<file path="src/rtl/tx_arb_pkg.sv">
// Shared types and defaults for the two-source Ethernet TX frame arbiter.
// Holds the FSM state encoding and the default gap/oversize constants.
package tx_arb_pkg;

  typedef enum logic [1:0] {
    ST_IDLE  = 2'd0,
    ST_PASS0 = 2'd1,
    ST_PASS1 = 2'd2,
    ST_GAP   = 2'd3
  } arb_state_e;

  localparam int IFG_CYCLES_DEF    = 12;
  localparam int MAX_FRAME_LEN_DEF = 1518;

endpackage

</file>
<file path="src/rtl/tx_frame_arbiter.sv">
// Frame-level arbiter merging two AXI-Stream byte sources into MAC TX.
// Ports: s0/s1 slave streams, m master stream, cfg_strict_pri_i, grant_o,
// frame_cnt0_o/frame_cnt1_o, oversize_o; gtx_tclk_i, gtx_tresetn_i (act-high).
module tx_frame_arbiter
  import tx_arb_pkg::*;
#(
  parameter int IFG_CYCLES    = IFG_CYCLES_DEF,
  parameter int MAX_FRAME_LEN = MAX_FRAME_LEN_DEF
) (
  input  logic        gtx_tclk_i,
  input  logic        gtx_tresetn_i,
  input  logic [7:0]  s0_axis_tdata,
  input  logic        s0_axis_tvalid,
  input  logic        s0_axis_tlast,
  output logic        s0_axis_tready,
  input  logic [7:0]  s1_axis_tdata,
  input  logic        s1_axis_tvalid,
  input  logic        s1_axis_tlast,
  output logic        s1_axis_tready,
  output logic [7:0]  m_axis_tdata,
  output logic        m_axis_tvalid,
  output logic        m_axis_tlast,
  input  logic        m_axis_tready,
  input  logic        cfg_strict_pri_i,
  output logic [1:0]  grant_o,
  output logic [15:0] frame_cnt0_o,
  output logic [15:0] frame_cnt1_o,
  output logic        oversize_o
);

  localparam logic [15:0] LP_MAX      = 16'(MAX_FRAME_LEN);
  localparam logic [15:0] LP_IFG_LAST = 16'(IFG_CYCLES - 1);
  localparam bit          LP_HAS_GAP  = (IFG_CYCLES > 0);

  arb_state_e  r_state;
  logic        r_last_grant;
  logic [1:0]  r_grant;
  logic [15:0] r_beat_cnt;
  logic [15:0] r_ifg_cnt;
  logic [15:0] r_frame_cnt0;
  logic [15:0] r_frame_cnt1;
  logic        r_oversize;

  logic w_pass0;
  logic w_pass1;
  logic w_sel0;
  logic w_sel1;
  logic w_acc;
  logic w_end;

  assign w_pass0 = (r_state == ST_PASS0);
  assign w_pass1 = (r_state == ST_PASS1);

  // 0 wins when alone, under strict priority, or when 1 was served last.
  assign w_sel0 = s0_axis_tvalid &
                  (~s1_axis_tvalid | cfg_strict_pri_i | r_last_grant);
  assign w_sel1 = s1_axis_tvalid & ~w_sel0;

  always_comb begin
    m_axis_tdata   = 8'h00;
    m_axis_tvalid  = 1'b0;
    m_axis_tlast   = 1'b0;
    s0_axis_tready = 1'b0;
    s1_axis_tready = 1'b0;
    unique case (1'b1)
      w_pass0: begin
        m_axis_tdata   = s0_axis_tdata;
        m_axis_tvalid  = s0_axis_tvalid;
        m_axis_tlast   = s0_axis_tlast;
        s0_axis_tready = m_axis_tready;
      end
      w_pass1: begin
        m_axis_tdata   = s1_axis_tdata;
        m_axis_tvalid  = s1_axis_tvalid;
        m_axis_tlast   = s1_axis_tlast;
        s1_axis_tready = m_axis_tready;
      end
      default: ;
    endcase
  end

  assign w_acc = m_axis_tvalid & m_axis_tready;
  assign w_end = w_acc & m_axis_tlast;

  always_ff @(posedge gtx_tclk_i or posedge gtx_tresetn_i) begin
    if (gtx_tresetn_i) begin
      r_state      <= ST_IDLE;
      r_last_grant <= 1'b1;
      r_grant      <= 2'b00;
      r_beat_cnt   <= '0;
      r_ifg_cnt    <= '0;
      r_frame_cnt0 <= '0;
      r_frame_cnt1 <= '0;
      r_oversize   <= 1'b0;
    end else begin
      r_oversize <= 1'b0;
      unique case (r_state)
        ST_IDLE: begin
          r_beat_cnt <= '0;
          if (w_sel0) begin
            r_state      <= ST_PASS0;
            r_grant      <= 2'b01;
            r_last_grant <= 1'b0;
          end else if (w_sel1) begin
            r_state      <= ST_PASS1;
            r_grant      <= 2'b10;
            r_last_grant <= 1'b1;
          end
        end
        ST_PASS0, ST_PASS1: begin
          if (w_acc) begin
            // Saturate so the oversize pulse fires once per frame.
            if (r_beat_cnt != LP_MAX)
              r_beat_cnt <= r_beat_cnt + 16'd1;
            if (!m_axis_tlast && r_beat_cnt == LP_MAX - 16'd1)
              r_oversize <= 1'b1;
          end
          if (w_end) begin
            if (w_pass0)
              r_frame_cnt0 <= r_frame_cnt0 + 16'd1;
            else
              r_frame_cnt1 <= r_frame_cnt1 + 16'd1;
            r_grant   <= 2'b00;
            r_ifg_cnt <= '0;
            r_state   <= LP_HAS_GAP ? ST_GAP : ST_IDLE;
          end
        end
        ST_GAP: begin
          if (r_ifg_cnt == LP_IFG_LAST)
            r_state <= ST_IDLE;
          else
            r_ifg_cnt <= r_ifg_cnt + 16'd1;
        end
        default: r_state <= ST_IDLE;
      endcase
    end
  end

  assign grant_o      = r_grant;
  assign frame_cnt0_o = r_frame_cnt0;
  assign frame_cnt1_o = r_frame_cnt1;
  assign oversize_o   = r_oversize;

endmodule

</file>
<file path="config.mk">
export PLATFORM = sky130hd
export DESIGN_NAME = tx_frame_arbiter
export DESIGN_NICKNAME = d
export VERILOG_FILES = /design/src/rtl/tx_arb_pkg.sv /design/src/rtl/tx_frame_arbiter.sv
export SDC_FILE = /design/constraint.sdc
export NUM_CORES = 1
export LEC_CHECK = 0
export ABC_AREA = 1
export CORE_UTILIZATION = 49
export DETAILED_ROUTE_END_ITERATION = 10
export HOLD_SLACK_MARGIN = 0.06
export PLACE_DENSITY_LB_ADDON = 0.1
export RECOVER_POWER = 25
export SYNTH_ARGS = -nofsm -noshare
export SYNTH_HDL_FRONTEND = slang
export SYNTH_SLANG_ARGS = --single-unit
</file>
<file path="constraint.sdc">
create_clock -name gtx_tclk_i -period 2.2 [get_ports gtx_tclk_i]
set_input_delay 0.33 -clock gtx_tclk_i [delete_from_list [all_inputs] [get_ports gtx_tclk_i]]
set_output_delay 0.33 -clock gtx_tclk_i [all_outputs]
set_load 0.05 [all_outputs]
</file>
Word-level counts from Yosys, hierarchy flattened
Index checks and enable logic that the tools add are counted.
W data, S select, Z words.

cells by class
  reduce and logical (&&, ||, !) cells = 14
  bitwise gates (word level) = 9
  add/subtract/negate cells = 4
  eq/ne operators = 12
  muxes and demuxes = 23

operators with widths
  kind                     count
  $add A16 B1 Y16 const B  4
  $mux W16                 4
  $pmux W16 S2             2
  $reduce_and A3 Y1        6
  $eq A16 B11 Y1 const B   1
  $eq A16 B4 Y1 const B    1
  $ne A16 B11 Y1 const B   1
  $pmux W8 S2              1
  $mux W2                  5
  $ne A2 B2 Y1 const B     5
  $mux W1                  7
  $pmux W2 S3              1
  $reduce_bool A2 Y1       3
  $and A1 B1 Y1            4
  $eq A2 B2 Y1 const B     2
  $pmux W1 S2              2
  $pmux W2 S2              1
  $ne A3 B3 Y1 const B     1
  $not A1 Y1               3
  $eq A2 B1 Y1 const B     1
  $logic_not A2 Y1         1
  $or A1 B1 Y1             2
  $reduce_and A2 Y1        1
  $reduce_or A2 Y1         1
  other kinds (2)          2

storage, ports and cells
  input port bits = 24
  bits in registers = 70
  output and inout port bits = 47

Depth between registers and ports, before layout
Gate-level depths: netlist of run 1.

  depth in word-level cells = 9
  mapped depth = 12

Least setup slack after synthesis of run 1
Ideal clock, no wire load.

  kind = register -> output
  from = register r_state[0]
  to = output port m_axis_tdata[0]
  data arrival time = 2055 ps
  path slack = -185 ps
  stages on the path, launching flop included = 7
  buffers on the path = 2
  path through = dfrtp_1 > inv_1 > ha_1 > buf_2 > inv_1 > clkbuf_1 > a21oi_1

between the ends
  cells in the longest elaborated chain, start to end = 2
  elaborated cells on any way between the ends = 3
  classes of those cells = eq/ne: 2; mux: 1

RTL lines
  element                                       line                                            text
  start, declared                               tx_frame_arbiter.sv:35                          arb_state_e r_state;
  start signal, assigned                        tx_frame_arbiter.sv:125                         r_state <= LP_HAS_GAP ? ST_GAP : ST_IDLE;
  $eq A2 B2 Y1 or $eq A2 B1 Y1 (tied branches)  tx_frame_arbiter.sv:52, tx_frame_arbiter.sv:51
  $pmux W8 S2 (*)                               tx_frame_arbiter.sv:65                          unique case (1'b1)
  end, declared                                 tx_frame_arbiter.sv:20                          output logic [7:0] m_axis_tdata,

Every way passes the cells marked *; elsewhere a longest branch is shown, timed or not.

Worst setup path after layout of run 1
  from = register r_state[1]
  to = output port m_axis_tvalid

between the ends
  cells in the longest elaborated chain, start to end = 2
  elaborated cells on any way between the ends = 3
  classes of those cells = eq/ne: 2; mux: 1

RTL lines
  element                                       line                                            text
  $eq A2 B2 Y1 or $eq A2 B1 Y1 (tied branches)  tx_frame_arbiter.sv:52, tx_frame_arbiter.sv:51
  $pmux W1 S2 (*)                               tx_frame_arbiter.sv:65
  end, declared                                 tx_frame_arbiter.sv:21                          output logic m_axis_tvalid,

Marks and branches as above.

==> reports/results.txt, run 1 <==
status -> completed
Setup Skew -> 0.0136 ns
Worst R2R Path Depth -> 10
drt pass-1 iters -> 5
YS warnings -> 0
Layout Cells excl Fill -> 815
Num CTS Buffers -> 9
CTS root buf -> clkbuf_8
R2R Setup Slk -> 0.20 ns
flops & latches, synth -> 70
WP data required -> 1.87 ns
Crit Path Max Fanout -> 5
P&R area growth vs syn -> 28.9%
Layout fillers -> 727
Final Slew Violations -> 0
aggregate global-route resource usage -> 23.2%
Detailed Route WL -> 10400 um
Die Width -> 96.3 um
H-tree levels -> 3
Fin. Hold Viols -> 0
most frequent cells in the layout -> 228 x nand2_1, 69 x dfrtp_1, 63 x nor2_1
RSZ-0062 raised after global routing -> yes
M1 WL -> 4520 um
Setup crit end kind -> output port
Lkg Pwr -> 2.60 nW
fin nets -> 736
CTS tree -> done
vias in the first global route -> 3713
final setup violation count -> 0
initial core utilization -> 50.2%
total number of vias -> 4206
max-cap check violation count -> 0
Hold Path Depth -> 2
Worst path max stage delay -> 0.41 ns
Placement Setup Slack -> 0.226 ns
Avg Cell Area, Syn -> 7.04 um2
max_slew headroom -> 39.4%
DRT antenna net count -> 0
core area -> 0.00868 mm2
row count -> 34
worst slew pin tran -> 0.910 ns
pin count of the biggest net entering global routing -> 38
Die Height -> 96.3 um
latest clock arrival within the worst-skew pair -> 0.34 ns
TritonCTS Sinks -> 70
synthesized area -> 0.00436 mm2
Starting DRT DRC Count -> 181
Worst VDD drop -> 0.635 mV
I/O pin count -> 71
Hold/Removal Path Class -> reg -> reg
commonest non-fill, non-tap cell in the layout -> nand2_1
initial antenna violation count -> 0
post-layout min period -> 2.13 ns
Multi-input gate area -> 0.00235 mm2
CP Class -> reg -> out
vias per cell -> 5.16
Synthesized Nets -> 653
CP cell instances -> inv_1 > ha_4 > clkinvlp_4 > buf_2 > a21oi_2 > buf_12
PortBufs -> 70
cell count after synthesis -> 619
DP Cell Count -> 794
worst setup margin -> 0.0705 ns
DPL Wire Length -> 7560 um
DR WL/cell -> 12.7 um
layout cell share with drive strength beyond 1 -> 10.3%
Top Metal Used -> met4
fin crit share -> 96.8%
GRT overflow -> 0
clk buf depth -> 2
CP arrival -> 1.80 ns
clock-pin slew on the worst setup and hold paths -> 0.07 ns
DR WL met2 -> 5320 um
first-pass GRT wire length -> 16700 um
die footprint -> 0.00927 mm2
library cells used by synthesis -> 29
met3 wire length -> 354 um
startpoint types -> flip-flop
DR DRC count -> 0
final core utilization -> 64.7%
Routability Congestion -> 0.880
Power per Cell Area -> 968 mW/mm2
sequential fraction of the synthesis area -> 40.2%
register area -> 0.00175 mm2
Max Clock Freq -> 0.470 GHz
ANT cells -> 0
slowest stage cell on the critical path -> dfrtp_1
==> where the power goes <==
| part | internal [mW] | total [mW] | switching (mW) |
|---|---|---|---|
| Sequential | 1.42 | 1.56 | 0.139 |
| Combinational | 1.00 | 2.74 | 1.74 |
| Clock | 0.639 | 1.14 | 0.497 |
| Total | 3.06 | 5.43 | 2.37 |
==> routing by layer <==
metal  vias to the layer above  global-route usage, %
met1                      1977                   29.3
met4                         0                   8.33
met5                         -                      0
met2                        87                   39.9
li1                       2124                      -
met3                        18                   3.71
==> path summary, 6_finish.rpt <==
path | start | to
max in group asynchronous | gtx_tresetn_i | frame_cnt1_o[1]$_DFFE_PP0P_
min in group asynchronous | gtx_tresetn_i | frame_cnt0_o[12]$_DFFE_PP0P_
hold reg to reg | grant_o[1]$_DFFE_PP0P_ | grant_o[1]$_DFFE_PP0P_
setup reg to reg | r_state[0]$_DFFE_PP0P_ | r_ifg_cnt[7]$_DFFE_PP0P_
setup / recovery | r_state[1]$_DFFE_PP0P_ | m_axis_tvalid
hold / removal | grant_o[1]$_DFFE_PP0P_ | grant_o[1]$_DFFE_PP0P_
==> repair_timing <==
action                     CTS  global route
setup endpoints to repair    9            11
buffers inserted             0             5
hold buffers                 0             0
resized for setup            0            14
==> per-stage QoR <==
stage	setup TNS, ns	hold WS (ns)	area, um2	power [mW]
global route	-0.569	0.523	5620	5.75
CTS	-0.355	0.308	5540	5.23
detailed placement	0	0.480	5330	4.09
floorplan	-1.67	0.466	4360	3.21
global placement	0	0.475	5330	4.06
finish	0	0.496	5620	5.43
==> worst max-delay path: cells and delay by family, from the launching register on <==
family                   cells  cell delay [ns]
adder cells (fa/ha/maj)      1             0.33
AO/OA/AOI/OAI                1             0.18
buffers and inverters        4             0.54
flip-flops                   1             0.41
==> synth_stat cells <==
cell	instances	area (um2)
nand4_2	1	12.5
dfstp_2	1	26.3
dfrtp_1	69	1730
or2_2	5	31.3
nand3_2	2	20.0
o21bai_1	3	22.5
nand4_1	15	93.8
xnor2_1	8	70.1
inv_2	1	3.75
ha_1	10	125
nor2_1	63	236
nand2_4	1	11.3
nand2_2	4	25.0
nand2_1	228	856
a21oi_1	9	45.0
inv_1	62	233
o211ai_1	1	7.51
nand3_1	51	255
nor2_4	3	33.8
buf_2	3	15.0
buf_6	3	33.8
buf_1	1	3.75
clkbuf_1	3	11.3
nand3b_1	3	22.5
nor2_2	3	18.8
o21ai_0	27	135
xor2_1	22	193
nor3b_1	1	7.51
nor3_1	16	80.1
==> cell families after synthesis <==
group                    share of synthesized area (%)
adder cells (fa/ha/maj)                           2.87
XOR/XNOR                                          6.03
AO/OA/AOI/OAI                                     4.83
buffers and inverters                             6.89
AND/OR/NAND/NOR                                   39.1
flip-flops                                        40.2
==> sequential cells by signal (all words and copies together), names as in the netlist <==
name	count
r_ifg_cnt	16
r_state	2
r_last_grant	1
frame_cnt0_o	16
grant_o	2
frame_cnt1_o	16
oversize_o	1
r_beat_cnt	16
==> final cells by class <==
| type | instances | area share, % |
|---|---|---|
| multi-input cells | 476 | 41.9 |
| inverters | 63 | 4.28 |
| repair buffers | 82 | 16.4 |
| clock inverters | 6 | 1.56 |
| flip-flops and latches | 70 | 31.2 |
| well taps | 108 | 2.41 |
| clock buffers | 10 | 2.27 |
No activity file was read; power rests on OpenSTA's default activity.
==> run 2, diff against run 1 <==
PLACE_DENSITY = 0.77   (was not set)
PLACE_DENSITY_LB_ADDON = not set   (was 0.1)
==> run 2 against run 1 <==
Count of clock-buffer cells in the layout is 1 higher. Combinational power barely moved. Wire length decreased by 0.34%. Utilization grew 0.23 points. Register-to-register slack gained 0.04 ns. Hold slack better by 0.011 ns.
==> reports/results.txt, run 2 (synthesis results as in run 1) <==
max-cap check violation count -> 0 (unchanged)
Layout fillers -> 738 (+1.5%)
startpoint types -> flip-flop
Starting DRT DRC Count -> 180 (-0.55%)
ANT cells -> 0 (unchanged)
origin of the worst min-delay path -> frame_cnt0_o[15]$_DFFE_PP0P_
Hold/Removal Path Class -> reg -> reg
most frequent cells in the layout -> 228 x nand2_1, 69 x dfrtp_1, 63 x nor2_1
post-layout min period -> 2.14 ns (+0.0135 ns)
P&R area growth vs syn -> 29.4%
Max Clock Freq -> 0.467 GHz (-0.63%)
R2R Setup Slk -> 0.24 ns (+0.04 ns)
initial antenna violation count -> 0 (unchanged)
vias in the first global route -> 3817 (+2.8%)
Setup Skew -> 0.0116 ns (-0.00197 ns)
Crit Path Max Fanout -> 6 (+1)
die footprint -> 0.00927 mm2 (unchanged)
Detailed Route WL -> 10300 um (-0.34%)
fin crit share -> 97.4% (+0.61 points)
Worst VDD drop -> 0.813 mV (+28%)
pin count of the biggest net entering global routing -> 39 (+2.6%)
GRT overflow -> 0 (unchanged)
PortBufs -> 70 (unchanged)
hold endpoint -> frame_cnt0_o[15]$_DFFE_PP0P_
worst slew pin tran -> 0.944 ns (+0.0347 ns)
commonest non-fill, non-tap cell in the layout -> nand2_1
max_slew headroom -> 37.0% (-2.3 points)
r2r startpoint -> r_state[1]$_DFFE_PP0P_
row count -> 34 (unchanged)
hold_ws -> 0.507 ns (+0.0110 ns)
status -> completed
vias per cell -> 5.14 (-0.49%)
Power per Cell Area -> 977 mW/mm2 (+0.94%)
DPL Wire Length -> 7390 um (-2.2%)
Num CTS Buffers -> 9 (unchanged)
initial core utilization -> 50.2% (unchanged)
final setup violation count -> 0 (unchanged)
Die Width -> 96.3 um (unchanged)
H-tree levels -> 3 (unchanged)
first-pass GRT wire length -> 16900 um (+1.2%)
clk buf depth -> 2 (unchanged)
Lkg Pwr -> 2.61 nW (+0.56%)
core area -> 0.00868 mm2 (unchanged)
DRT antenna net count -> 0 (unchanged)
Setup crit end kind -> output port
Fin. Hold Viols -> 0 (unchanged)
layout cell share with drive strength beyond 1 -> 10.6% (+0.24 points)
Placement Setup Slack -> 0.153 ns (-0.0735 ns)
total number of vias -> 4201 (-0.12%)
Layout Cells excl Fill -> 818 (+0.37%)
TritonCTS Sinks -> 70 (unchanged)
clock-pin slew on the worst setup and hold paths -> 0.08 ns (about the same)
CTS root buf -> clkbuf_8
latest clock arrival within the worst-skew pair -> 0.35 ns (about the same)
Hold Path Depth -> 2 (unchanged)
DR WL/cell -> 12.6 um (-0.70%)
worst setup margin -> 0.0570 ns (-0.0135 ns)
# hold bufs at CTS -> 0 (unchanged)
DP Cell Count -> 795 (+0.13%)
TNS Setup -> 0 ns (unchanged)
Die Height -> 96.3 um (unchanged)
CP arrival -> 1.81 ns (about the same)
final core utilization -> 64.9% (+0.23 points)
Reg2Reg Capture Point -> r_ifg_cnt[13]$_DFFE_PP0P_
I/O pin count -> 71 (unchanged)
drt pass-1 iters -> 4 (-1)
CP Class -> reg -> out
DR DRC count -> 0 (unchanged)
Routability Congestion -> 0.878 (-0.15%)
aggregate global-route resource usage -> 23.3% (+0.13 points)
fin nets -> 739 (+0.41%)
Final Slew Violations -> 0 (unchanged)
WP data required -> 1.87 ns (about the same)
CTS tree -> done
Worst R2R Path Depth -> 10 (unchanged)
## run 2: metal layers
metal	up-vias	part of all wire [%]	GRT usage, %
li1	2128	-	-
met1	1951	45	30.3
met2	96	49	38.2
met3	26	3.3	4.50
met4	0	2.5	9.33
met5	-	0	0
## run 2: final cells by class
type / instances / area [um2] / area share (%)
Clock inverter: 5 / 81.3 / 1.44
Multi-Input combinational cell: 476 / 2350 / 41.7
Inverter: 63 / 240 / 4.26
Tap cell: 108 / 135 / 2.40
Clock buffer: 11 / 151 / 2.69
Timing Repair Buffer: 85 / 926 / 16.4
Sequential cell: 70 / 1750 / 31.1
## run 2: stage by stage
stage	total power, mW	area, um2
after CTS	5.44	5600
final	5.50	5640
after global routing	5.81	5640
after global placement	3.95	5310
after floorplan	3.21	4360
after detailed placement	4.01	5310
## run 2: what timing repair did
item                       4_1_cts  5_1_grt
setup buffers                    4        3
setup endpoints to repair        9        9
pin swaps                        0        1
resized for setup                8        4
## run 2: where the power goes
part | switching, mW | leakage, nW | internal (mW)
Combinational | 1.76 | 1.57 | 0.989
Clock | 0.499 | 0.116 | 0.700
Sequential | 0.137 | 0.932 | 1.42
## run 2: how the worst max path moves through the flow
stage                                      to                    from  slack (ns)
global placement    r_ifg_cnt[15]$_DFFE_PP0P_          s0_axis_tvalid        0.25
detailed placement   r_ifg_cnt[8]$_DFFE_PP0P_          s0_axis_tvalid        0.15
global route                  m_axis_tdata[0]  r_state[0]$_DFFE_PP0P_       -0.03
finish                        m_axis_tdata[2]  r_state[0]$_DFFE_PP0P_        0.06
floorplan                     m_axis_tdata[0]  r_state[0]$_DFFE_PP0P_       -0.19
CTS                           m_axis_tdata[0]  r_state[0]$_DFFE_PP0P_       -0.01
## run 2: worst max-delay path, stage by stage, from the launching register on
cell        delay (ns)
dfrtp_1           0.40
inv_1             0.10
ha_4              0.33
clkinvlp_4        0.12
buf_2             0.19
a21oi_2           0.17
buf_12            0.16
==> RTL edit, RTL diff (settings of run 2) <==
Add an input register stage for `cfg_strict_pri_i`, cleared by the reset; this delays it by one clock. The other inputs are not delayed to match.
--- a/src/rtl/tx_frame_arbiter.sv
+++ b/src/rtl/tx_frame_arbiter.sv
@@ -34,2 +34,12 @@
 
+  logic cfg_strict_pri_q;
+
+  always_ff @(posedge gtx_tclk_i or posedge gtx_tresetn_i) begin
+    if (gtx_tresetn_i) begin
+      cfg_strict_pri_q <= '0;
+    end else begin
+      cfg_strict_pri_q <= cfg_strict_pri_i;
+    end
+  end
+
   arb_state_e  r_state;
@@ -55,3 +65,3 @@
   assign w_sel0 = s0_axis_tvalid &
-                  (~s1_axis_tvalid | cfg_strict_pri_i | r_last_grant);
+                  (~s1_axis_tvalid | cfg_strict_pri_q | r_last_grant);
   assign w_sel1 = s1_axis_tvalid & ~w_sel0;
Behaviour: no difference found for any inputs over 10 cycles, from zero or initial values and one cycle with gtx_tresetn_i high; that may be too few to reach the edited logic, so the function may still have changed.
==> RTL edit against run 2 <==
The flow now finishes with violations (capacitance limit, slew limit); power grew 0.59%; sequential cell count grew 1; wire length is the same; clock skew grew 0.0027 ns; maximum frequency shrank 0.10%; synthesized area grew 0.23%; final area grew 0.71%; worst setup slack lost 0.0022 ns; critical path type unchanged; critical endpoint is now m_axis_tdata[7].
==> RTL edit: results (changes against run 2) <==
Yosys
The synthesis warning total is 0 (unchanged). The number of distinct library cells after synthesis was 29 (unchanged). The register area share after synthesis is 0.407 (+0.00481).

Yosys attributes the largest share of cell area to dfrtp_1, nand2_1, nand3_1. The async set-reset flop share out of synthesis is 1.00 (unchanged). After synthesis, the most frequently instantiated cells are nand2_1, dfrtp_1, inv_1.

The average cell area after synthesis is 7.03 µm² (about the same). The post-synth net total is 656 (+0.46%).

CTS
The later pin in the worst-skew pair is clocked with a latency of 0.36 ns. The buffer type at the clock tree root is clkbuf_8. The maximum level of the CTS H-tree is 3 (unchanged).

The number of CTS-inserted buffers is 9 (unchanged). The largest buffer count on any clock path came to 2 (unchanged). The CTS tree is built.

Place
The final HPWL from detailed placement is 7.31 mm (-1.1%). The weighted congestion reported at the end of routability-driven placement is 0.863 (-1.8%). The worst setup slack before clock tree synthesis is 0.109 ns (-0.0434 ns). The post-detailed-placement cell area was 5330 µm² (+0.42%). The placed cell count was 794 (-0.13%).

GRT
The initial antenna violation count came to 0 (unchanged). The total track usage is 0.235 (+0.00199). The via count of the first global-routing pass came to 3,795 (-0.58%). The first-pass GRT wire length is 16.9 mm (about the same). The largest net degree at the start of global routing is 72 (+85%).

Status
The checks that failed: capacitance limit, slew limit. The run finished, with violations left.

Pwr
The leakage component of the power is 2.62 nW (+0.40%). The highest ir drop seen on vdd is 831 µV (+2.2%). The total power density per cell area is 976 nW/µm² (-0.12%).

Critical path
The slowest stage of the critical path is the dfrtp_1 cell. The startpoint identified for the worst register-to-register timing path is r_state[1]. The data arrival time at the worst-slack endpoint is 1.82 ns. The biggest cell delay along the critical path is 0.40 ns (about the same).

The highest net fanout along the worst path is 5 (-1). STA classifies the critical path startpoint as a register.

Timing
The max-slew violation count was 72 (+72). The tightest slew margin relative to the limit is -0.0415 (-0.412). The worst-case clock skew is 0.0142 ns (+0.00265 ns).

The count of endpoints failing setup in the final report came to 0 (unchanged).

Layout
The number of antenna cells inserted was 0 (unchanged). The number of filler instances in the final layout is 735 (-0.41%). The number of nets in the finished design is 738 (-0.14%). The final cell count without fillers is 816 (-0.24%).

The layout cell share with drive strength beyond 1 was 0.103 (-0.00253).

Routing
The total wire length was 10.3 mm (unchanged). The total iterations of the first detailed-routing run is 4 (unchanged). The detailed router's first-iteration violation count is 255 (+42%). The total vias in the final route came to 4,131 (-1.7%).

Min path
The worst hold path belongs to the class reg2reg. The critical hold path startpoint is r_ifg_cnt[1].

Job
The total of max-cap violations is 1 (+1).
RTL edit: cell count changes after synthesis, sizes merged, moves of 3 or more:
cell	run 2	this run
clkbuf	3	6
nand2	233	236
nand4	16	20
nor2	69	63
o21ai	27	23
xnor2	8	11
xor2	22	19
RTL edit: final timing paths:
check	endpoint	slack, ns	depth (start not counted)
worst min register to register	r_ifg_cnt[1]	0.51	2
worst max-delay path	m_axis_tdata[7]	0.05	6
max in group asynchronous	frame_cnt0_o[1]	0.43	3
min in group asynchronous	frame_cnt1_o[8]	0.84	3
worst max register to register	r_ifg_cnt[13]	0.15	10
worst min-delay path	r_ifg_cnt[1]	0.51	2
RTL edit: worst max-delay path: cells and delay by family (launching register included):
kind	cells	cell delay, ns
adders and majority gates	1	0.32
AOI/OAI and AO/OA	1	0.17
DFF	1	0.40
buffers and inverters	4	0.58
RTL edit: kinds of logic (layout without fill, tap and decap cells):
family          count (synthesis)  in the layout  share of synthesized area
xor+xnor                       30             30                     0.0602
fa+ha+maj                      11             11                     0.0315
buf+inv                        77            164                     0.0705
compound gates                 37             37                     0.0479
flops                          71             71                      0.407
simple gates                  395            395                      0.383
RTL edit: report_power, final:
part	switching [mW]	total [mW]	internal [mW]
clock	0.538	1.18	0.640
sequential	0.128	1.55	1.43
combinational	1.74	2.81	1.07
total	2.40	5.54	3.13
RTL edit: per-layer routing:
metal  share of wire  vias up  global-route usage
li1                -     2121                   -
met2            0.47      105               0.393
met5               0        -                   0
met1            0.46     1891               0.296
met4           0.017        0              0.0919
met3           0.055       14              0.0532
RTL edit: final cells by class:
| type | count | share of cell area |
|---|---|---|
| Inverter | 63 | 0.0423 |
| Clock inverter | 7 | 0.0168 |
| Clock buffer | 9 | 0.0218 |
| Timing Repair Buffer | 85 | 0.167 |
| Sequential cell | 71 | 0.313 |
| Tap cell | 108 | 0.0238 |
| Multi-Input combinational cell | 473 | 0.415 |
RTL edit: repair_timing:
action	4_1_cts	5_1_grt
setup buffers	3	3
setup endpoints to repair	9	20
pin swaps	0	1
gates resized for setup	8	13
hold endpoints to repair	0	0
